$ cat config.mk
export PLATFORM = sky130hd
export DESIGN_NAME = dec_secded_serial_corrector_flat
export DESIGN_NICKNAME = d
export VERILOG_FILES = /design/src/rtl/dec_secded_serial_corrector_if.sv /design/src/rtl/dec_secded_serial_corrector.sv /design/src/flat_wrapper.sv
export SDC_FILE = /design/constraint.sdc
export NUM_CORES = 1
export LEC_CHECK = 0
export CORE_ASPECT_RATIO = 0.75
export CORE_MARGIN = 2
export CORE_UTILIZATION = 30
export CTS_BUF_LIST = sky130_fd_sc_hd__clkbuf_8
export DETAILED_ROUTE_END_ITERATION = 8
export PLACE_DENSITY_LB_ADDON = 0.25
export SYNTH_ARGS = -nofsm -noshare
export SYNTH_HDL_FRONTEND = slang
export SYNTH_SLANG_ARGS = --single-unit
$ cat constraint.sdc
create_clock -name clk -period 3.9 [get_ports clk]
set_clock_uncertainty 0.2 [all_clocks]
set_input_delay 1.17 -clock clk [delete_from_list [all_inputs] [get_ports clk]]
set_output_delay 1.17 -clock clk [all_outputs]
set_load 0.02 [all_outputs]
$ cat src/rtl/dec_secded_serial_corrector_if.sv
// Receive-side and sink-side handshake bundle for the serial SECDED decoder,
// plus the statistics counters and their clear.
interface dec_secded_serial_corrector_if #(
   parameter int R     = 4,
   parameter int CNT_W = 16
) ();
   localparam int N      = 2 ** R;
   localparam int DATA_W = N - R - 1;

   logic              in_valid;
   logic              in_ready;
   logic [N-1:0]      codeword_with_errors;
   logic              out_valid;
   logic              out_ready;
   logic [DATA_W-1:0] out_data;
   logic [R:0]        out_syndrome;
   logic              out_err_single;
   logic              out_err_double;
   logic              cnt_clr;
   logic [CNT_W-1:0]  cnt_corrected;
   logic [CNT_W-1:0]  cnt_uncorrectable;

   modport master (
      output in_valid, codeword_with_errors, out_ready, cnt_clr,
      input  in_ready, out_valid, out_data, out_syndrome,
             out_err_single, out_err_double, cnt_corrected, cnt_uncorrectable
   );

   modport slave (
      input  in_valid, codeword_with_errors, out_ready, cnt_clr,
      output in_ready, out_valid, out_data, out_syndrome,
             out_err_single, out_err_double, cnt_corrected, cnt_uncorrectable
   );
endinterface

$ cat src/rtl/dec_secded_serial_corrector.sv
// Extended-Hamming decoder: accumulates the syndrome LANES bits per cycle,
// corrects single errors, flags double errors and counts both.
module dec_secded_lane #(
   parameter int R = 4
) (
   input  logic         bit_in,
   input  logic [R-1:0] pos,
   output logic [R-1:0] term
);
   assign term = bit_in ? pos : '0;
endmodule

module dec_secded_serial_corrector #(
   parameter int R     = 4,
   parameter int LANES = 16,
   parameter int CNT_W = 16
) (
   input logic clk,
   input logic rst,
   dec_secded_serial_corrector_if.slave bus
);
   localparam int N      = 2 ** R;
   localparam int DATA_W = N - R - 1;
   localparam int B      = N / LANES;
   localparam int BW     = (B > 1) ? $clog2(B) : 1;

   typedef enum logic [1:0] {IDLE, ACCUM, DONE} state_t;

   state_t                    state;
   logic [N-1:0]              cw_q;
   logic [BW-1:0]             beat;
   logic [R-1:0]              acc_idx;
   logic                      acc_par;

   logic [R-1:0]              base;
   logic [LANES-1:0]          lane_bits;
   logic [LANES-1:0][R-1:0]   term;
   logic [R-1:0]              beat_idx;
   logic                      beat_par;
   logic [R-1:0]              fin_idx;
   logic                      fin_par;
   logic                      last_beat;
   logic                      is_double;
   logic [N-1:0]              corr_cw;

   // Data bits occupy every non-power-of-two position above 0, ascending.
   function automatic logic [DATA_W-1:0] extract(input logic [N-1:0] cw);
      logic [DATA_W-1:0] d;
      int k;
      d = '0;
      k = 0;
      for (int p = 1; p < N; p++) begin
         if ((p & (p - 1)) != 0) begin
            d[k] = cw[p];
            k++;
         end
      end
      return d;
   endfunction

   // base is a multiple of LANES, so OR-ing the lane number gives the position.
   assign base      = R'(int'(beat) * LANES);
   assign lane_bits = LANES'(cw_q >> base);

   for (genvar l = 0; l < LANES; l++) begin : g_lane
      dec_secded_lane #(.R(R)) u_lane (
         .bit_in (lane_bits[l]),
         .pos    (base | R'(l)),
         .term   (term[l])
      );
   end

   always_comb begin
      beat_idx = '0;
      for (int l = 0; l < LANES; l++) beat_idx ^= term[l];
   end

   assign beat_par  = ^lane_bits;
   assign fin_idx   = acc_idx ^ beat_idx;
   assign fin_par   = acc_par ^ beat_par;
   assign last_beat = (state == ACCUM) && (beat == BW'(B - 1));
   assign is_double = !fin_par && (fin_idx != '0);
   assign corr_cw   = fin_par ? (cw_q ^ (N'(1) << fin_idx)) : cw_q;

   always_ff @(posedge clk or posedge rst) begin
      if (rst) begin
         state                 <= IDLE;
         cw_q                  <= '0;
         beat                  <= '0;
         acc_idx               <= '0;
         acc_par               <= 1'b0;
         bus.in_ready          <= 1'b1;
         bus.out_valid         <= 1'b0;
         bus.out_data          <= '0;
         bus.out_syndrome      <= '0;
         bus.out_err_single    <= 1'b0;
         bus.out_err_double    <= 1'b0;
         bus.cnt_corrected     <= '0;
         bus.cnt_uncorrectable <= '0;
      end else begin
         case (state)
            IDLE: begin
               if (bus.in_valid && bus.in_ready) begin
                  cw_q         <= bus.codeword_with_errors;
                  acc_idx      <= '0;
                  acc_par      <= 1'b0;
                  beat         <= '0;
                  bus.in_ready <= 1'b0;
                  state        <= ACCUM;
               end
            end
            ACCUM: begin
               acc_idx <= fin_idx;
               acc_par <= fin_par;
               beat    <= beat + BW'(1);
               if (last_beat) begin
                  bus.out_data       <= extract(corr_cw);
                  bus.out_syndrome   <= {fin_par, fin_idx};
                  bus.out_err_single <= fin_par;
                  bus.out_err_double <= is_double;
                  bus.out_valid      <= 1'b1;
                  state              <= DONE;
               end
            end
            DONE: begin
               if (bus.out_ready) begin
                  bus.out_valid <= 1'b0;
                  bus.in_ready  <= 1'b1;
                  state         <= IDLE;
               end
            end
            default: state <= IDLE;
         endcase

         // A clear wins over the increment of the word finishing this cycle.
         if (bus.cnt_clr) begin
            bus.cnt_corrected     <= '0;
            bus.cnt_uncorrectable <= '0;
         end else if (last_beat) begin
            if (fin_par && bus.cnt_corrected != '1)
               bus.cnt_corrected <= bus.cnt_corrected + CNT_W'(1);
            if (is_double && bus.cnt_uncorrectable != '1)
               bus.cnt_uncorrectable <= bus.cnt_uncorrectable + CNT_W'(1);
         end
      end
   end
endmodule

$ cat src/flat_wrapper.sv
// flat-port wrapper written by rule: the top's interface ports become plain ports
module dec_secded_serial_corrector_flat 
#(
   parameter int R     = 4,
   parameter int LANES = 16,
   parameter int CNT_W = 16
)
  (clk, rst, bus_in_valid, bus_codeword_with_errors, bus_out_ready, bus_cnt_clr, bus_in_ready, bus_out_valid, bus_out_data, bus_out_syndrome, bus_out_err_single, bus_out_err_double, bus_cnt_corrected, bus_cnt_uncorrectable);
  dec_secded_serial_corrector_if #(.R(R), .CNT_W(CNT_W)) bus_i ();
  input logic clk;
  input logic rst;
  input wire logic [$bits(bus_i.in_valid)-1:0] bus_in_valid;
  input wire logic [$bits(bus_i.codeword_with_errors)-1:0] bus_codeword_with_errors;
  input wire logic [$bits(bus_i.out_ready)-1:0] bus_out_ready;
  input wire logic [$bits(bus_i.cnt_clr)-1:0] bus_cnt_clr;
  output wire logic [$bits(bus_i.in_ready)-1:0] bus_in_ready;
  output wire logic [$bits(bus_i.out_valid)-1:0] bus_out_valid;
  output wire logic [$bits(bus_i.out_data)-1:0] bus_out_data;
  output wire logic [$bits(bus_i.out_syndrome)-1:0] bus_out_syndrome;
  output wire logic [$bits(bus_i.out_err_single)-1:0] bus_out_err_single;
  output wire logic [$bits(bus_i.out_err_double)-1:0] bus_out_err_double;
  output wire logic [$bits(bus_i.cnt_corrected)-1:0] bus_cnt_corrected;
  output wire logic [$bits(bus_i.cnt_uncorrectable)-1:0] bus_cnt_uncorrectable;
  assign bus_i.in_valid = bus_in_valid;
  assign bus_i.codeword_with_errors = bus_codeword_with_errors;
  assign bus_i.out_ready = bus_out_ready;
  assign bus_i.cnt_clr = bus_cnt_clr;
  assign bus_in_ready = bus_i.in_ready;
  assign bus_out_valid = bus_i.out_valid;
  assign bus_out_data = bus_i.out_data;
  assign bus_out_syndrome = bus_i.out_syndrome;
  assign bus_out_err_single = bus_i.out_err_single;
  assign bus_out_err_double = bus_i.out_err_double;
  assign bus_cnt_corrected = bus_i.cnt_corrected;
  assign bus_cnt_uncorrectable = bus_i.cnt_uncorrectable;
  dec_secded_serial_corrector #(.R(R), .LANES(LANES), .CNT_W(CNT_W)) u_core (.clk(clk), .rst(rst), .bus(bus_i));
endmodule
# Word-level counts from Yosys, hierarchy flattened
# Index checks and enable logic that the tools add are counted.
dict set report op_classes {
  n_eq_ne 7
  bitwise 18
  n_shift 1
  n_addsub 12
  reduce_logical 33
  mux 106
  order_cmp 20
}
# operator count
set ops {}
lappend ops {{$mux W32} 20}
lappend ops {{$ge A32 B1 Y1 const B} 10}
lappend ops {{$lt A32 B6 Y1 const B} 10}
lappend ops {{$add A32 B2 Y32 const B} 9}
lappend ops {{$mux W11} 18}
lappend ops {{$mux W16} 7}
lappend ops {{$bwmux W11} 10}
lappend ops {{$xor A4 B4 Y4} 15}
lappend ops {{$demux W1 S4} 10}
lappend ops {{$mux W4} 9}
lappend ops {{$add A16 B1 Y16 const B} 2}
lappend ops {{$ne A16 B16 Y1 const B} 2}
lappend ops {{$mux W1} 17}
lappend ops {{$reduce_xor A16 Y1} 1}
lappend ops {{$shl A1 B4 Y16 const A} 1}
lappend ops {{$xor A16 B16 Y16} 1}
lappend ops {{$logic_and A1 B1 Y1} 15}
lappend ops {{$mux W3} 4}
lappend ops {{$reduce_bool A2 Y1} 6}
lappend ops {{$mux W2} 5}
lappend ops {{$reduce_and A2 Y1} 5}
lappend ops {{$reduce_and A3 Y1} 3}
lappend ops {{$pmux W1 S2} 4}
lappend ops {{$pmux W4 S2} 1}
lappend ops {{other kinds (11)} 12}
dict set report word_totals {
  register_bits 76
  in_bits 21
  wordCells 210
  output_inout_bits 52
}

# Depth between registers and ports, before layout
dict set report logic_depth {
  word_depth 49
  ltp_mapped 10
  ltp_nobuf 8
}

# Modules after synthesis
# A second synthesis with hierarchy kept.
dict set report hier_totals {
  cells_unflattened 526
  area_unflattened_um2 4967.3
}
# module seq_area_each_um2 cells_each n_inst area_per_inst_um2
set by_module_without_submodules {}
lappend by_module_without_submodules {dec_secded_serial_corrector 1878.1 462 1 4566.9}
lappend by_module_without_submodules {dec_secded_lane 0.0 4 16 25.0}

# Worst setup path after synthesis
# Ideal clock, no wire load.
dict set report synth_timing {
  kind {input to register}
  start {input bus_in_valid}
  end {register u_core.cw_q[10]}
  arrival_time_ps 2389
  n_path_buf 1
  required_ps 3575
  setup_time_ps 125
  path_slack_ps 1187
  stages 4
  path_cell_list {nand2_1 > nor3b_1 > clkbuf_1 > mux2_2}
}
dict set report synth_via {
  elab_chain_cells 2
}
# element line
set synth_lines {}
lappend synth_lines {{start: declaration} flat_wrapper.sv:12} ;# input wire logic [$bits(bus_i.in_valid)-1:0] bus_in_valid;
lappend synth_lines {{$logic_and A1 B1 Y1} dec_secded_serial_corrector.sv:103} ;# if (bus.in_valid && bus.in_ready) begin
lappend synth_lines {{$reduce_and A2 Y1 (no line)} -}
lappend synth_lines {{end signal: assignment} dec_secded_serial_corrector.sv:104} ;# cw_q <= bus.codeword_with_errors;
lappend synth_lines {{end: declaration} dec_secded_serial_corrector.sv:30} ;# logic [N-1:0] cw_q;
# Every way passes these cells.
# A chain may end at the register's enable or synchronous reset.

# Final worst setup path
dict set report layout_timing {
  start {register u_core.cw_q[6]}
  end {register u_core.bus.cnt_uncorrectable[7] (netlist name)}
}
dict set report layout_via {
  elab_chain_cells 17
  word_cells_on_any_way 20
  classes_between {mux (1); bitwise (12); reduce/logical (7)}
}
# element line
set layout_lines {}
lappend layout_lines {{$mux W3} dec_secded_serial_corrector.sv:10} ;# assign term = bit_in ? pos : '0;
lappend layout_lines {{$xor A4 B4 Y4 (10 in a row)} dec_secded_serial_corrector.sv:75} ;# for (int l = 0; l < LANES; l++) beat_idx ^= term[l];
lappend layout_lines {{$xor A4 B4 Y4} dec_secded_serial_corrector.sv:79} ;# assign fin_idx = acc_idx ^ beat_idx;
lappend layout_lines {{$reduce_bool A4 Y1} dec_secded_serial_corrector.sv:82} ;# assign is_double = !fin_par && (fin_idx != '0);
lappend layout_lines {{$logic_and A1 B1 Y1 (*)} dec_secded_serial_corrector.sv:82}
lappend layout_lines {{$logic_and A1 B1 Y1 (*)} dec_secded_serial_corrector.sv:142} ;# if (is_double && bus.cnt_uncorrectable != '1)
lappend layout_lines {{$reduce_bool A2 Y1 (no line) (*)} -}
lappend layout_lines {{$reduce_and A2 Y1 (no line) (*)} -}
lappend layout_lines {{end signal: assignment} dec_secded_serial_corrector.sv:143} ;# bus.cnt_uncorrectable <= bus.cnt_uncorrectable + CNT_W'(1);
lappend layout_lines {{end: declaration} dec_secded_serial_corrector_if.sv:32} ;# out_err_single, out_err_double, cnt_corrected, cnt_uncorrectable
# Every way passes the cells marked *; elsewhere a longest branch is shown, timed or not.

==> reports/metrics.cfg <==
[outcome]
status=completed

[clock_tree]
ctsHoldBuffers=0
cts_sinks=75
cts_resized=0
root_buffer=clkbuf_8
cts_max_path_buffers=2
cts_setup_buffers=0
htree_levels=3
clkTransAtPathRegs_ps=70
clk_latency_ps=360
cts_tree=built
cts-buffers-inserted=9

[timing]
fin_tns_setup_ps=0
period_share_pct=86.2
slew_headroom_pct=35.4
period_needed_ps=3360
slew_viol_final=0
finalHoldViolations=0
max_freq_mhz=297
setup_viol=0
rsz0062_at_grt=no
worst_pin_slew_ps=961

[yosys]
synth_area_um2=3970
async_flop_share_pct=100
yosysUniqueCellTypes=44
syn_avg_cell_area_um2=10.2
synth-seq-cells=75
ys_warn_count=0
syn_nets=413
synth_edf_count=0
ys_seq_area_share_pct=47.3
synthCells=390
synthFlopType=dfrtp_1

[flow_run]
maxCapViolCount=0

[floorplanning]
die_h_um=104
rows=36
initial_core_util_pct=30.6
dieArea_um2=14200
core_um2=13000
fp.dieW_um=137
io_pins=73

[place]
dp_cells=625
dp_hpwl_mm=6.80
io_buffers=72
placed_cell_area_um2=4910
place.gp.congestion=0.836

[setup_path]
cp-start-kind=flop
max_stage_delay_ps=650
critPathMaxFanout=20
path_cells=xnor2_1 > xnor3_1 > xnor2_1 > buf_4 > o211ai_2 > nand3_1 > or4_1 > a21oi_1
cp.arrival_ps=3430
cp-end-kind=flop
worstRegToRegCells=8
crit_type=reg -> reg
critPathRequiredTime_ps=3970
cp_slowest_cell=or4_1
crit_top_cell=xnor2_1

[global_routing]
grt_max_degree=45
grt_pass1_wl_mm=15.8
grt_remaining_overflow=0
antenna_found_initial=0
first_global_vias=3057
grtUsageTotal_pct=14.1

[route]
drc=0
antenna_left=0
wire_per_inst_um=14.6
dr.pass1.iters=4
viasPerCell=4.81
vias=3083
first_iter_violations=175
routed_wl_mm=9.35

[layout]
diodes=0
final_cell_count_no_fill=641
final_area_um2=5120
final_layout_size_suffix_gt1_share_pct=11.1
fin_util_pct=39.4
area_delta_synth_final_pct=28.9
nets=488

[hold_path]
hold_path_class=reg -> reg
hold_path_depth=2

-- cell usage in the layout (no fill, tap or decap), types with 2 or more instances in the layout --
| master | instances |
|---|---|
| dfrtp_1 | 74 |
| o21ai_0 | 35 |
| clkdlybuf4s50_1 | 72 |
| nor4_1 | 5 |
| nor3b_1 | 5 |
| nor2_1 | 28 |
| nor3_1 | 12 |
| mux2_2 | 17 |
| xnor2_2 | 3 |
| or3_1 | 10 |
| o211ai_1 | 3 |
| xnor3_1 | 5 |
| ha_1 | 2 |
| or4_1 | 5 |
| nand2_1 | 40 |
| o22ai_1 | 4 |
| clkbuf_8 | 12 |
| nand3_1 | 13 |
| mux2i_1 | 2 |
| o31ai_1 | 6 |
| or2_2 | 2 |
| nand4_1 | 7 |
| xnor2_1 | 28 |
| xor2_1 | 22 |
| buf_4 | 8 |
| a21oi_1 | 16 |
| xor2_2 | 2 |
| and3_1 | 4 |
| inv_1 | 10 |
-- final timing paths --
path	start	to	slack [ps]
min reg2reg	u_core.bus.out_data[1]$_DFFE_PP0P_	u_core.bus.out_data[1]$_DFFE_PP0P_	280
min in group asynchronous	rst	u_core.acc_idx[2]$_DFFE_PP0P_	970
min	u_core.bus.out_data[1]$_DFFE_PP0P_	u_core.bus.out_data[1]$_DFFE_PP0P_	280
max reg2reg	u_core.cw_q[6]$_DFFE_PP0P_	u_core.bus.cnt_uncorrectable[7]$_DFFE_PP0P_	540
max	u_core.cw_q[6]$_DFFE_PP0P_	u_core.bus.cnt_uncorrectable[7]$_DFFE_PP0P_	540
max in group asynchronous	rst	u_core.cw_q[6]$_DFFE_PP0P_	1920
-- synthesized netlist by cell type, types with 2 or more instances --
| master | instances | area (um2) |
|---|---|---|
| mux2i_1 | 2 | 20.0 |
| xor2_2 | 2 | 32.5 |
| o31ai_1 | 6 | 45.0 |
| xnor3_1 | 5 | 113 |
| a21oi_1 | 16 | 80.1 |
| nor3b_1 | 6 | 45.0 |
| clkbuf_1 | 13 | 48.8 |
| or2_2 | 2 | 12.5 |
| nand2_1 | 40 | 150 |
| and3_1 | 4 | 25.0 |
| o211ai_1 | 3 | 22.5 |
| o22ai_1 | 4 | 25.0 |
| xnor2_1 | 28 | 245 |
| nor3_1 | 12 | 60.1 |
| ha_1 | 2 | 25.0 |
| or4_1 | 5 | 37.5 |
| buf_4 | 2 | 15.0 |
| o21ai_0 | 35 | 175 |
| mux2_2 | 17 | 191 |
| inv_1 | 8 | 30.0 |
| xnor2_2 | 3 | 48.8 |
| xor2_1 | 22 | 193 |
| nand3_1 | 13 | 65.1 |
| or3_1 | 10 | 62.6 |
| nor2_1 | 28 | 105 |
| nor4_1 | 5 | 31.3 |
| nand4_1 | 7 | 43.8 |
| dfrtp_1 | 74 | 1850 |
-- metal layers --
metal,track usage [%],routed length (um),up-vias
li1,-,-,1514
met1,21.1,4860,1487
met2,19.9,3910,74
met3,4.26,490,8
met4,3.53,88,0
met5,0,0,-
-- flip-flops by register name, indices dropped and copies added, names as in the netlist --
| register | count |
|---|---|
| u_core.bus.out_data | 11 |
| u_core.acc_par | 1 |
| u_core.state | 2 |
| u_core.bus.out_syndrome | 4 |
| u_core.bus.out_err_double | 1 |
| u_core.bus.out_err_single | 1 |
| u_core.bus.cnt_corrected | 16 |
| u_core.cw_q | 16 |
| u_core.bus.in_ready | 1 |
| u_core.acc_idx | 4 |
| u_core.bus.cnt_uncorrectable | 16 |
| u_core.beat | 1 |
| u_core.bus.out_valid | 1 |
-- worst max-delay path: cells and delay by family, from the launching register on --
family | cells | cell delay (ps)
xor gates and xnor gates | 3 | 1000
DFF | 1 | 460
and+or+nand+nor | 2 | 1180
AOI/OAI and AO/OA | 2 | 290
buffers and inverters | 1 | 160
-- layout make-up --
class,instances,area (um2)
Tap cell,171,214
Fill cell,1298,7860
Timing Repair Buffer,81,801
Clock buffer,12,165
Sequential cell,75,1880
Multi-Input combinational cell,290,1990
Inverter,8,30.0
Clock inverter,4,41.3
-- logic make-up (layout without fill, tap and decap cells) --
| family | Yosys count | after routing | share of synthesized area (%) |
|---|---|---|---|
| buffers and inverters | 25 | 105 | 2.77 |
| AOI/OAI and AO/OA | 68 | 68 | 9.67 |
| adders and majority gates | 2 | 2 | 0.630 |
| xor gates and xnor gates | 61 | 61 | 16.6 |
| muxes | 19 | 19 | 5.32 |
| and+or+nand+nor | 140 | 140 | 17.7 |
| DFF | 75 | 75 | 47.3 |
-- per-stage QoR --
stage	worst slack (ps)	hold WS (ps)
finish	536	284
global route	308	324
CTS	525	297
detailed placement	540	276
global placement	671	272
floorplan	622	273
Power is left out: the tool's default activity adds up to more than one toggle a clock period on the data nets, which glitch-free logic cannot reach.
